$ cat config.mk
export PLATFORM = sky130hd
export DESIGN_NAME = cdb_arbiter
export DESIGN_NICKNAME = d
export VERILOG_FILES = /design/src/rtl/cdb_arbiter_pkg.sv /design/src/rtl/cdb_arbiter_rr_pick.sv /design/src/rtl/cdb_arbiter.sv
export SDC_FILE = /design/constraint.sdc
export NUM_CORES = 1
export LEC_CHECK = 0
export BUFFER_PORTS_ARGS = -buffer_cell sky130_fd_sc_hd__buf_2
export CORE_MARGIN = 4
export CORE_UTILIZATION = 30
export CTS_CLUSTER_SIZE = 16
export DETAILED_ROUTE_END_ITERATION = 10
export SLEW_MARGIN = 20
export SYNTH_ARGS = -nofsm -noshare
export SYNTH_HDL_FRONTEND = slang
export SYNTH_SLANG_ARGS = --single-unit
$ cat constraint.sdc
create_clock -name clk -period 5.2 [get_ports clk]
set_input_delay 1.04 -clock clk [delete_from_list [all_inputs] [get_ports clk]]
set_output_delay 1.04 -clock clk [all_outputs]
set_load 0.01 [all_outputs]
$ cat src/rtl/cdb_arbiter_pkg.sv
// Shared definitions for the common data bus arbiter: ROB tag sizing,
// requester indices and the round-robin pointer helper.
package cdb_arbiter_pkg;

  localparam int ROB_SZ_LOG = 4;
  localparam int CDB_NREQ   = 4;

  typedef enum logic [1:0] {
    CDB_ALU0 = 2'd0,
    CDB_ALU1 = 2'd1,
    CDB_LOAD = 2'd2,
    CDB_STR  = 2'd3
  } cdb_src_e;

  // Priority moves to the requester just after the one that won.
  function automatic int rr_next(input int idx, input int n);
    return (idx + 1 >= n) ? 0 : idx + 1;
  endfunction

endpackage

$ cat src/rtl/cdb_arbiter_rr_pick.sv
// Combinational round-robin pick: first set bit of valid_i at or after ptr_i,
// wrapping, returned as a one-hot grant plus its encoded index.
module rr_pick #(
  parameter int NREQ = 4,
  parameter int PW   = 2
) (
  input  logic [NREQ-1:0] valid_i,
  input  logic [PW-1:0]   ptr_i,
  output logic [NREQ-1:0] grant_o,
  output logic [PW-1:0]   idx_o
);

  logic          found;
  logic [PW:0]   cand;

  always_comb begin
    grant_o = '0;
    idx_o   = '0;
    found   = 1'b0;
    cand    = '0;
    for (int k = 0; k < NREQ; k++) begin
      cand = {1'b0, ptr_i} + (PW+1)'(k);
      if (cand >= (PW+1)'(NREQ)) cand = cand - (PW+1)'(NREQ);
      if (!found && valid_i[cand[PW-1:0]]) begin
        found                  = 1'b1;
        grant_o[cand[PW-1:0]]  = 1'b1;
        idx_o                  = cand[PW-1:0];
      end
    end
  end

endmodule

$ cat src/rtl/cdb_arbiter.sv
// Common data bus arbiter: one holding buffer per result producer, a
// round-robin grant per cycle, and a registered broadcast of the winner.
module cdb_arbiter
  import cdb_arbiter_pkg::*;
#(
  parameter int NREQ = CDB_NREQ,
  parameter int IDW  = ROB_SZ_LOG + 1
) (
  input  logic                 clk,
  input  logic                 rst,
  input  logic                 rdy,
  input  logic                 flush,
  input  logic [NREQ-1:0]      req_valid,
  input  logic [NREQ*IDW-1:0]  req_rob_id,
  input  logic [NREQ*32-1:0]   req_res,
  input  logic [NREQ*32-1:0]   req_res2,
  output logic [NREQ-1:0]      req_ready,
  output logic                 cdb_valid,
  output logic [IDW-1:0]       cdb_rob_id,
  output logic [31:0]          cdb_res,
  output logic [31:0]          cdb_res2,
  output logic [1:0]           cdb_src
);

  localparam int PW = (NREQ > 1) ? $clog2(NREQ) : 1;

  logic [NREQ-1:0] buf_v_q, buf_v_d;
  logic [IDW-1:0]  buf_id_q   [NREQ];
  logic [IDW-1:0]  buf_id_d   [NREQ];
  logic [31:0]     buf_res_q  [NREQ];
  logic [31:0]     buf_res_d  [NREQ];
  logic [31:0]     buf_res2_q [NREQ];
  logic [31:0]     buf_res2_d [NREQ];
  logic [PW-1:0]   ptr_q, ptr_d;

  logic            cdb_v_q, cdb_v_d;
  logic [IDW-1:0]  cdb_id_q, cdb_id_d;
  logic [31:0]     cdb_res_q, cdb_res_d;
  logic [31:0]     cdb_res2_q, cdb_res2_d;
  logic [1:0]      cdb_src_q, cdb_src_d;

  logic [NREQ-1:0] pick_gnt, gnt, accept;
  logic [PW-1:0]   gnt_idx;
  logic            live;

  // Grants come from registered valids only, so a buffer written at an edge
  // cannot win until the following cycle.
  rr_pick #(.NREQ(NREQ), .PW(PW)) u_pick (
    .valid_i (buf_v_q),
    .ptr_i   (ptr_q),
    .grant_o (pick_gnt),
    .idx_o   (gnt_idx)
  );

  // Handshake: a result transfers on an edge where req_valid[i] & req_ready[i];
  // req_ready[i] is high when buffer i is empty or is being drained this cycle.
  assign live      = rdy & ~flush;
  assign gnt       = pick_gnt & {NREQ{live}};
  assign req_ready = {NREQ{live}} & (~buf_v_q | gnt);
  assign accept    = req_valid & req_ready;

  always_comb begin
    buf_v_d    = buf_v_q;
    buf_id_d   = buf_id_q;
    buf_res_d  = buf_res_q;
    buf_res2_d = buf_res2_q;
    ptr_d      = ptr_q;
    cdb_v_d    = cdb_v_q;
    cdb_id_d   = cdb_id_q;
    cdb_res_d  = cdb_res_q;
    cdb_res2_d = cdb_res2_q;
    cdb_src_d  = cdb_src_q;
    if (rdy) begin
      if (flush) begin
        buf_v_d = '0;
        cdb_v_d = 1'b0;
      end else begin
        cdb_v_d = |gnt;
        if (|gnt) begin
          cdb_id_d   = buf_id_q[gnt_idx];
          cdb_res_d  = buf_res_q[gnt_idx];
          cdb_res2_d = buf_res2_q[gnt_idx];
          cdb_src_d  = 2'(gnt_idx);
          ptr_d      = PW'(rr_next(int'(gnt_idx), NREQ));
        end
        for (int i = 0; i < NREQ; i++) begin
          if (gnt[i]) buf_v_d[i] = 1'b0;
          if (accept[i]) begin
            buf_v_d[i]    = 1'b1;
            buf_id_d[i]   = req_rob_id[i*IDW +: IDW];
            buf_res_d[i]  = req_res[i*32 +: 32];
            buf_res2_d[i] = req_res2[i*32 +: 32];
          end
        end
      end
    end
  end

  always_ff @(posedge clk) begin
    if (rst) begin
      buf_v_q    <= '0;
      ptr_q      <= '0;
      cdb_v_q    <= 1'b0;
      cdb_id_q   <= '0;
      cdb_res_q  <= '0;
      cdb_res2_q <= '0;
      cdb_src_q  <= '0;
    end else begin
      buf_v_q    <= buf_v_d;
      ptr_q      <= ptr_d;
      cdb_v_q    <= cdb_v_d;
      cdb_id_q   <= cdb_id_d;
      cdb_res_q  <= cdb_res_d;
      cdb_res2_q <= cdb_res2_d;
      cdb_src_q  <= cdb_src_d;
    end
  end

  // Payload storage is qualified by buf_v_q and needs no reset.
  always_ff @(posedge clk) begin
    buf_id_q   <= buf_id_d;
    buf_res_q  <= buf_res_d;
    buf_res2_q <= buf_res2_d;
  end

  assign cdb_valid  = cdb_v_q;
  assign cdb_rob_id = cdb_id_q;
  assign cdb_res    = cdb_res_q;
  assign cdb_res2   = cdb_res2_q;
  assign cdb_src    = cdb_src_q;

endmodule

## Yosys cells after proc, flatten, opt, wreduce, memory -nomap -nowiden

Cells that the tools add are included.

- Reductions and logical operators: 24
- $lt $le $gt $ge: 14
- Multiplexer cells: 51
- Add/sub/neg operators: 8
- Bitwise logic cells: 11

Operators by type and width:

| kind | count |
|---|---|
| $bmux 32 s2 | 2 |
| $mux 32 | 4 |
| $mux 1 | 20 |
| $mux 4 | 5 |
| $mux 2 | 9 |
| $or 4x4->4 | 4 |
| $ge 3x3->1 const B | 5 |
| $reduce_and 3->1 | 5 |
| $and 4x4->4 | 3 |
| $lt 2x3->1 const B | 4 |
| $reduce_bool 3->1 | 4 |
| $bmux 5 s2 | 1 |
| $mux 5 | 2 |
| $bmux 1 s2 | 4 |
| $demux 1 s2 | 4 |
| $ge 2x1->1 const B | 4 |
| $reduce_and 2->1 | 4 |
| $sub 2x1->2 const B | 4 |
| $logic_and 1x1->1 | 7 |
| $add 2x1->3 const B | 2 |
| $add 2x2->3 const B | 2 |
| $not 4->4 | 1 |
| $reduce_or 4->1 | 1 |
| $ge 2x3->1 const B | 1 |
| 4 further kinds | 6 |

- Input port bits: 284
- Output and inout port bits: 76
- Logic and storage cells: 130
- Register bits after elaboration: 354

## Logic depth before layout (Yosys ltp)

- Word-level depth: 20
- Mapped depth: 15
- Depth with buffers taken out: 9

## Cells and area by module

A second synthesis with hierarchy kept.

- Cells, all modules: 778
- Area total of the unflattened synthesis: 13469.2 um^2

Modules (own cells, without submodules):

| module | cells each | instances | sequential area each (um^2) | area each (um^2) |
|---|---|---|---|---|
| cdb_arbiter | 732 | 1 | 9849.4 | 13050.0 |
| rr_pick | 46 | 1 | 0.0 | 419.2 |

## Worst setup path before layout

Ideal clock, no wire load.

- Path kind: reg2reg
- Start: register with a tool-made name
- End: register buf_id_q[10] in the netlist's numbering, enable pin
- Arrival: 4.358 ns
- Slack: 0.408 ns
- Setup time: 0.434 ns
- Period minus slack after synthesis: 4.792 ns
- Data required time: 4.766 ns
- Path buffers: 3
- Cell stages (with the launch flop): 11
- Cells stage by stage: dfxtp_1 > buf_2 > buf_2 > inv_1 > ha_1 > mux4_2 > buf_2 > o41ai_1 > a2111oi_4 > a21oi_1 > and2_1

RTL lines:

| item | RTL line | text |
|---|---|---|
| end signal, assigned | cdb_arbiter.sv:121 | `buf_id_q <= buf_id_d;` |
| end, declared | cdb_arbiter.sv:28 | `logic [IDW-1:0] buf_id_q [NREQ];` |

## Worst setup path after layout

- Start: register ptr_q[1]
- End: output req_ready[1]

- Word-level cells in the longest chain between the ends: 17
- Elaborated cells on any way between the ends: 62
- Classes of those cells: 7 x add/sub; 12 x order compare; 27 x mux; 6 x bitwise; 10 x reduce/logical

RTL lines:

| item | RTL line | text |
|---|---|---|
| start, declared | cdb_arbiter.sv:34 | `logic [PW-1:0] ptr_q, ptr_d;` |
| start signal, assigned | cdb_arbiter.sv:110 | `ptr_q <= ptr_d;` |
| branches (longest 13 deep; another with $add 2x1->3) | -- |  |
| $mux 4 * | cdb_arbiter_rr_pick.sv:24 | `if (!found && valid_i[cand[PW-1:0]]) begin` |
| $and 4x4->4 * | cdb_arbiter.sv:58 | `assign gnt = pick_gnt & {NREQ{live}};` |
| $or 4x4->4 * | cdb_arbiter.sv:59 | `assign req_ready = {NREQ{live}} & (~buf_v_q \| gnt);` |
| $and 4x4->4 * | cdb_arbiter.sv:59 |  |
| end, declared | cdb_arbiter.sv:17 | `output logic [NREQ-1:0] req_ready,` |

Mark *: on every way between the ends. The select of a mux whose other input is x is not followed.

==> metrics.md <==
| Metric | Value |
|---|---|
| Status | `complete, no violations` |
| CTS clk-pin slew, worst paths | `0.06 ns` |
| Switch share | `0.250` |
| Sequence of cells on the critical path | `inv_1 -> ha_1 -> mux4_2 -> o41ai_1 -> a2111oi_4 -> a21oi_1 -> buf_2` |
| Drt initial violations | `400` |
| CTS Buffer Depth | `3` |
| Post-Synthesis Cells | `887` |
| Die Wd | `224 um` |
| Seq pwr share | `0.486` |
| RSZ-0062 raised after global routing | `false` |
| Hold-fix buffers, CTS | `0` |
| CP arrival | `3.71 ns` |
| First-pass GRT wire length | `56,800 um` |
| Syn_area_per_cell | `15.8 um2` |
| Post-Syn Area | `0.0140 mm2` |
| Avg WL per Cell | `20.6 um` |
| Max Cap Viol | `0` |
| Critical Path RT | `4.16 ns` |
| Row cnt | `78` |
| Fin Clk Skew | `0.0195 ns` |
| Layout cells sized above 1 | `0.356` |
| DR vias/cell | `4.77` |
| Chip height | `224 um` |
| Seq/Total Area, Yosys | `0.704` |
| Grt ovf | `0` |
| Clock network power share | `0.385` |
| Clock Sinks | `354` |
| Min Hold Slack | `0.475 ns` |
| Placed cell count | `1,799` |
| Endpoints failing hold | `0` |
| Crit start category | `flip-flop` |
| Top_reg_cell synth | `edfxtp_1` |
| Crit-path max FO | `16` |
| Root Driver | `clkbuf_16` |
| Via count | `8,922` |
| Yosys reg bits | `354` |
| Ys Warns | `0` |
| # DRC | `0` |
| Post-DP HPWL | `25,200 um` |
| Dominant cell type by area after synthesis | `edfxtp_1` |
| Io pins | `360` |
| Total GRT Usage | `0.148` |
| Antenna Nets Post-Route | `0` |
| Post-route minimum period | `4.75 ns` |
| Post-CTS Setup Bufs | `0` |
| Comb power frac | `0.129` |
| H-tree levels | `2` |
| Latest clock arrival within the worst-skew pair | `0.56 ns` |
| DR top layer | `met5` |
| RD Place Congestion | `0.799` |
| Worst slew pin tran | `0.900 ns` |
| Switch Pwr | `1660 uW` |
| WL met3 | `2560 um` |
| Area Overhead vs Synth | `26.3%` |
| Floorplan core area | `0.0458 mm2` |
| Pleak | `0.00700 uW` |
| DIE AREA | `0.0501 mm2` |
| Area share of the largest cell type after synthesis | `0.592` |
| Fmax | `0.211 GHz` |
| Setup tns final | `0 ns` |
| CTS tree | `done` |
| HP Class | `reg -> reg` |
| # fillers | `4,325` |
| Routed WL | `38,500 um` |
| Post-synth net total | `1,178` |
| Vias in the first global route | `9,423` |
| Fin crit share | `0.913` |
| Detailed route wirelength on metal2 | `19,700 um` |
| Utilization after layout | `0.386` |
| Synth cell count leaders | `edfxtp_1, mux2i_1, dfxtp_1, nor3b_1, a21o_1` |
| Pint | `5000 uW` |
| P per Cell Area | `377 mW/mm2` |
| Largest stage delay, worst path | `0.65 ns` |
| Area occupied by multi-input gates | `0.00381 mm2` |
| Netlist cell types | `47` |
| Max-slew violations | `0` |
| Initial antenna violation count | `5` |
| Port bufs | `359` |
| Final setup viols | `0` |
| Critical path capture point type | `output pin` |
| Post-CTS resize count | `0` |
| Initial Utilization | `0.306` |
| Largest net degree at the start of global routing | `71` |
| Top cells by area, synth | `edfxtp_1, dfxtp_1, mux2i_1` |
| Max-Slew Margin vs Limit | `0.400` |
| Register Area | `0.00985 mm2` |
| Post-synth ARST share | `0` |
| Worst setup path category | `reg -> out` |
| Most frequent cell after synthesis | `edfxtp_1` |
| Peak VDD IR | `0.282 mV` |
| DR pass1 iterations | `5` |
| M1 wire length | `15,500 um` |
| Final Non-Filler Cells | `1,870` |
| Post-synth EDFFs | `276` |
| CTS Buf Count | `39` |
| Worst path slowest cell | `ha_1` |
| NumNets Final | `1,531` |
[path summary, 6_finish.rpt]
kind	start	endpoint	slack [ns]	cells past startpoint
setup reg to reg	ptr_q[1]	buf_res_q[70]	1.21	8
hold reg to reg	cdb_src[1]	cdb_src[1]	0.48	2
setup / recovery	ptr_q[1]	req_ready[1]	0.45	7
hold / removal	cdb_src[1]	cdb_src[1]	0.48	2
[power groups by stage]
stage                     Sequential, uW  Clock (uW)  Combinational (uW)
after floorplan                     3300           0                 525
after global placement              3290           0                 863
after detailed placement            3300           0                 876
after CTS                           3240        2650                 878
after global routing                3250        2770                 938
final                               3240        2570                 861
[registers in the layout, indices dropped and copies added (netlist names), named ones only]
register    cells
buf_res_q     128
ptr_q           1
cdb_src         2
cdb_rob_id      5
buf_v_q         4
cdb_valid       1
cdb_res2       32
cdb_res        32
buf_res2_q    128
buf_id_q       20
[per-layer routing]
layer,track usage,vias up
met4,0.0342,6
li1,-,4175
met5,0,-
met1,0.180,4416
met3,0.0422,57
met2,0.261,268
[per-stage QoR]
stage,total power [uW],worst slack [ns],area [um2]
finish,6670,0.453,17700
global route,6960,0.0915,17700
CTS,6770,0.104,17700
detailed placement,4170,0.729,16500
global placement,4150,0.971,16500
floorplan,3830,0.408,14000
[cell families (layout without fill, tap and decap cells)]
group	count (synthesis)	in the layout	synth area share
AO/OA/AOI/OAI	176	176	0.0951
XOR/XNOR	1	1	0.000626
adder cells (fa/ha/maj)	7	7	0.00626
buffers and inverters	73	454	0.0256
flip-flops	354	354	0.704
multiplexers	145	145	0.106
other	0	2	0
AND/OR/NAND/NOR	131	131	0.0627
[cell type report]
| class | count | area share |
|---|---|---|
| antenna | 2 | 0.000283 |
| clock inverter | 19 | 0.00899 |
| multi-input combinational | 460 | 0.216 |
| timing repair buffer | 378 | 0.116 |
| inverter | 7 | 0.00149 |
| tap | 600 | 0.0425 |
| sequential | 354 | 0.557 |
| clock buffer | 50 | 0.0576 |
[critical path, delay by kind of cell (launching register included)]
kind	cells	cell delay [ns]
adder cells (fa/ha/maj)	1	0.65
AO/OA/AOI/OAI	3	0.96
buffers and inverters	2	0.44
multiplexers	1	0.51
flip-flops	1	0.59
[cells in the final DEF (no fill, tap or decap), drive strengths merged, types with 4 or more instances in the layout]
cell type / count
and3: 4
nand2b: 5
and2: 4
inv: 9
buf: 378
clkinv: 13
nand2: 10
nor2b: 6
a2111oi: 4
mux2i: 143
o22ai: 69
o41ai: 4
dfxtp: 78
edfxtp: 276
o31ai: 5
nor3b: 73
nand4: 8
a21oi: 10
nor2: 7
ha: 7
clkbuf: 50
o21ai: 7
a21o: 70
No activity file was read; power rests on OpenSTA's default activity.
